[config.mk]
export PLATFORM = sky130hd
export DESIGN_NAME = mem_stage_ctrl
export DESIGN_NICKNAME = d
export VERILOG_FILES = /design/src/rtl/mem_stage_ctrl.sv
export SDC_FILE = /design/constraint.sdc
export NUM_CORES = 1
export LEC_CHECK = 0
export CORE_UTILIZATION = 33
export DETAILED_ROUTE_END_ITERATION = 10
export GPL_ROUTABILITY_DRIVEN = 0
export HOLD_SLACK_MARGIN = 0.08
export PLACE_DENSITY = 0.84
export SYNTH_ARGS = -nofsm -noshare
export SYNTH_HDL_FRONTEND = slang
export SYNTH_SLANG_ARGS = --single-unit
[constraint.sdc]
create_clock -name clk -period 3 [get_ports clk]
set_input_delay 0.45 -clock clk [delete_from_list [all_inputs] [get_ports clk]]
set_output_delay 0.45 -clock clk [all_outputs]
set_load 0.02 [all_outputs]
[src/rtl/mem_stage_ctrl.sv]
// mem_stage_ctrl: MEM-stage sequencer driving a variable-latency data memory port.
module mem_stage_ctrl #(
    parameter int WIDTH   = 32,
    parameter int TIMEOUT = 15
) (
    input  logic             clk,
    input  logic             reset,
    input  logic             MemWriteM,
    input  logic             MemtoRegM,
    input  logic             FlushM,
    input  logic [WIDTH-1:0] ALUResultM,
    input  logic [WIDTH-1:0] WriteDataM,
    input  logic             mem_ready,
    input  logic [WIDTH-1:0] mem_rdata,
    input  logic             err_clr,
    output logic             StallM,
    output logic             mem_req,
    output logic             mem_we,
    output logic [WIDTH-1:0] mem_addr,
    output logic [WIDTH-1:0] mem_wdata,
    output logic [WIDTH-1:0] ReadDataW,
    output logic             MemDoneW,
    output logic             mem_err
);
    localparam int CW = $clog2(TIMEOUT + 1);
    typedef enum logic [1:0] {IDLE, ACCESS, DONE} state_t;
    state_t        state;
    logic [CW-1:0] cnt;
    logic          memop, is_load, misaligned, start, timeout, err_set;
    assign memop      = MemWriteM | MemtoRegM;
    assign is_load    = MemtoRegM & ~MemWriteM;
    assign misaligned = |ALUResultM[1:0];
    assign start      = (state == IDLE) & memop & ~FlushM;
    assign timeout    = (state == ACCESS) & ~mem_ready & (cnt == CW'(TIMEOUT - 1));
    assign err_set    = (start & misaligned) | timeout;
    assign StallM     = start | (state == ACCESS);
    assign mem_req    = state == ACCESS;
    assign mem_we     = mem_req & MemWriteM;
    assign mem_addr   = mem_req ? ALUResultM : '0;
    assign mem_wdata  = mem_req ? WriteDataM : '0;
    // Set dominates clear so a same-cycle error is never lost.
    always_ff @(posedge clk or negedge reset) begin
        if (!reset) begin
            state     <= IDLE;
            cnt       <= '0;
            ReadDataW <= '0;
            mem_err   <= 1'b0;
            MemDoneW  <= 1'b0;
        end else begin
            mem_err  <= err_set | (mem_err & ~err_clr);
            MemDoneW <= 1'b0;
            case (state)
                IDLE: if (start) begin
                    state    <= misaligned ? DONE : ACCESS;
                    MemDoneW <= misaligned;
                end
                ACCESS: begin
                    cnt <= cnt + 1'b1;
                    if (mem_ready | timeout) begin
                        state    <= DONE;
                        MemDoneW <= 1'b1;
                        if (is_load) ReadDataW <= mem_ready ? mem_rdata : '0;
                    end
                end
                DONE: begin
                    state <= IDLE;
                    cnt   <= '0;
                end
                default: state <= IDLE;
            endcase
        end
    end
endmodule

==> impl_results.md <==
* Via count at between 2000 and 2500
* Fmax at 380 MHz
* Die width at 82.6 um
* Syn. warnings at 0
* Ports at 204
* WP data required at 2.55 ns
* Mapped Area at 2140 sq um
* TNS Setup at 0 ns
* DRC at 0
* Sink Count at 40
* DR vias/cell at ~4.6
* Total gr overflow at 0
* Worst-Skew Late Latency at 0.29 ns
* Cts hold-fix bufs at 0
* Period utilisation layout at 87.7%
* Final setup violation count at 0
* Routed len/inst at 14.6 um
* Leakage Power at about 1.8 nW
* Kind of start point of the critical path: register
* Commonest non-fill, non-tap cell in the layout: clkdlybuf4s50_1
* Crit path arrival time at 2.18 ns
* Root Driver: clkbuf_8
* Post-layout minimum cycle time at 2.63 ns
* Final Slew Violations at 0
* Area of the multi-input gates at 1000 sq um
* Core area at 6310 sq um
* Final nets at 504
* CTS Buffer Depth at 2
* Fillers at 497
* Initial Util at 34.0%
* Vias in the first global route at 2095
* Worst-path clk slew at ~0.08 ns
* Worst setup margin at 0.369 ns
* Syn-to-layout area delta at 100%
* Post-synthesis register bit count at 40
* Crit path max fanout at 4
* Slew headroom at 40.6%
* RSZ-0062 raised after global routing: false
* Setup repair bufs after CTS at 0
* Tot GR Track Use at 19.6%
* Mean Syn Cell Area at 10.8 sq um
* VDD IR-drop max at 0.489 mV
* Ant diodes at 0
* Post-route ant nets at 0
* Post-DP HPWL at about 5400 um
* First-pass DRT Iterations at 4
* Max-cap violations at 0
* Largest net degree at the start of global routing at 74
* Clk_skew at 0.00919 ns
* DRT iter0 DRCs at 68
* Tot Pwr at 2.73 mW
* CTS H-tree lvls at 2
* TritonCTS clock tree: built
* Crit. End Element: output pin
* Final instance area at 4300 sq um
* Most frequent cells in the layout: 202 x clkdlybuf4s50_1, 65 x and2_1, 40 x dfrtp_1, 32 x a22o_1
* Worst min-delay path class: in2async
* Net Count, Synth at 306
* Port-buffer cells at 203
* Layout cell share with drive strength beyond 1 at 3.78%
* Post-CTS resize count at 0
* Register area share after synthesis at 46.7%
* Post-Place Setup Slack at 0.429 ns
* Die ar. at a little under 7000 sq um
* FF+latch area at 1000 sq um
* Placed Area at 4180 sq um
* Worst slew pin tran at 0.891 ns
* Status: complete, no violations
* Core Util, Final at 68.1%
* Final hold violation count at 0
* Number of antenna violations at the first check in global routing at 0
* Vert. Die Dim at 82.6 um
* Cells after Synth at 198
* PwrDens at 635 nW/um^2
* Distinct cell type count after synthesis at 33
* Post-Route WL at 6930 um
* Reg-to-reg slack, setup at 1.11 ns
* Num CTS Buffers at 5
* Global-route wire length before repair at 9970 um
* Setup CP Type: reg2out
* Row count at 29
worst paths after layout:
path / startpoint / to / depth (start not counted)
worst max-delay path: state[0] / StallM / 6
worst min-delay path: reset / ReadDataW[27] / 1
worst max register to register: state[1] / ReadDataW[10] / 5
worst min register to register: ReadDataW[20] / ReadDataW[20] / 1
max in group asynchronous: reset / ReadDataW[19] / 1
min in group clk: ReadDataW[20] / ReadDataW[20] / 1
cell type report:
cell class / instances / share of cell area (%)
sequential: 40 / 23.3
inverter: 6 / 0.524
clock inverter: 2 / 0.902
clock buffer: 6 / 1.92
tap: 77 / 2.24
multi-input combinational: 138 / 23.3
timing repair buffer: 205 / 47.8
layer usage:
| metal | part of all wire (%) | global-route usage (%) | up-vias | wire [um] |
|---|---|---|---|---|
| met5 | 0 | 0 | - | 0 |
| met4 | 1.6 | 6.72 | 0 | 113 |
| met3 | 7.3 | 5.60 | 10 | 506 |
| met2 | 52 | 34.0 | 95 | 3580 |
| met1 | 39 | 23.0 | 1011 | 2730 |
| li1 | - | - | 1076 | - |
sequential cells by signal, summed over array words and instances, names as in the netlist:
| signal | count |
|---|---|
| state | 2 |
| cnt | 4 |
| mem_err | 1 |
| MemDoneW | 1 |
| ReadDataW | 32 |
critical path, stage by stage (launching register included):
cell,delay [ns]
dfrtp_1,0.42
inv_1,0.11
ha_1,0.22
nand2b_1,0.09
or2_2,0.34
nand2b_1,0.08
clkdlybuf4s50_1,0.62
Yosys cell counts (all sizes together):
cell type / number / area, sq um
o21ai: 3 / 15.0
inv: 6 / 22.5
nor2b: 1 / 6.26
nor2: 5 / 18.8
or4: 1 / 7.51
and2b: 1 / 7.51
buf: 8 / 93.8
o21a: 1 / 7.51
o32ai: 1 / 8.76
or2: 1 / 6.26
ha: 5 / 62.6
clkbuf: 6 / 25.0
o22ai: 2 / 12.5
nand2b: 4 / 25.0
a211oi: 1 / 7.51
o2111ai: 1 / 26.3
dfrtp: 40 / 1000
or3: 2 / 12.5
mux2i: 1 / 10.0
mux2: 1 / 11.3
nand3b: 1 / 7.51
nand2: 1 / 3.75
a22o: 32 / 280
nand3: 2 / 10.0
o221ai: 1 / 8.76
nor3: 1 / 5.00
o211ai: 2 / 15.0
and3: 1 / 11.3
and2: 65 / 407
and4: 1 / 8.76
kinds of logic (layout without fill, tap and decap cells):
| kind of cell | after synthesis | count (layout) | synth area share, % |
|---|---|---|---|
| and+or+nand+nor | 87 | 87 | 25.0 |
| AOI/OAI and AO/OA | 44 | 44 | 17.8 |
| DFF | 40 | 40 | 46.7 |
| buffers and inverters | 20 | 219 | 6.59 |
| adders and majority gates | 5 | 5 | 2.92 |
| muxes | 2 | 2 | 0.992 |
where the power goes:
part	switching [mW]	internal, mW	leakage [nW]	total (mW)
registers	0.129	0.747	0.532	0.877
clock network	0.191	0.272	0.0614	0.463
logic	0.633	0.759	1.22	1.39
total	0.953	1.78	1.81	2.73
metrics by stage:
step | cells | hold WS [ns]
after global placement | 466 | 0.483
after detailed placement | 466 | 0.481
after global routing | 474 | 0.341
after floorplan | 198 | 0.154
after CTS | 474 | 0.300
final | 474 | 0.274
Power figures use the tool's default switching activity.
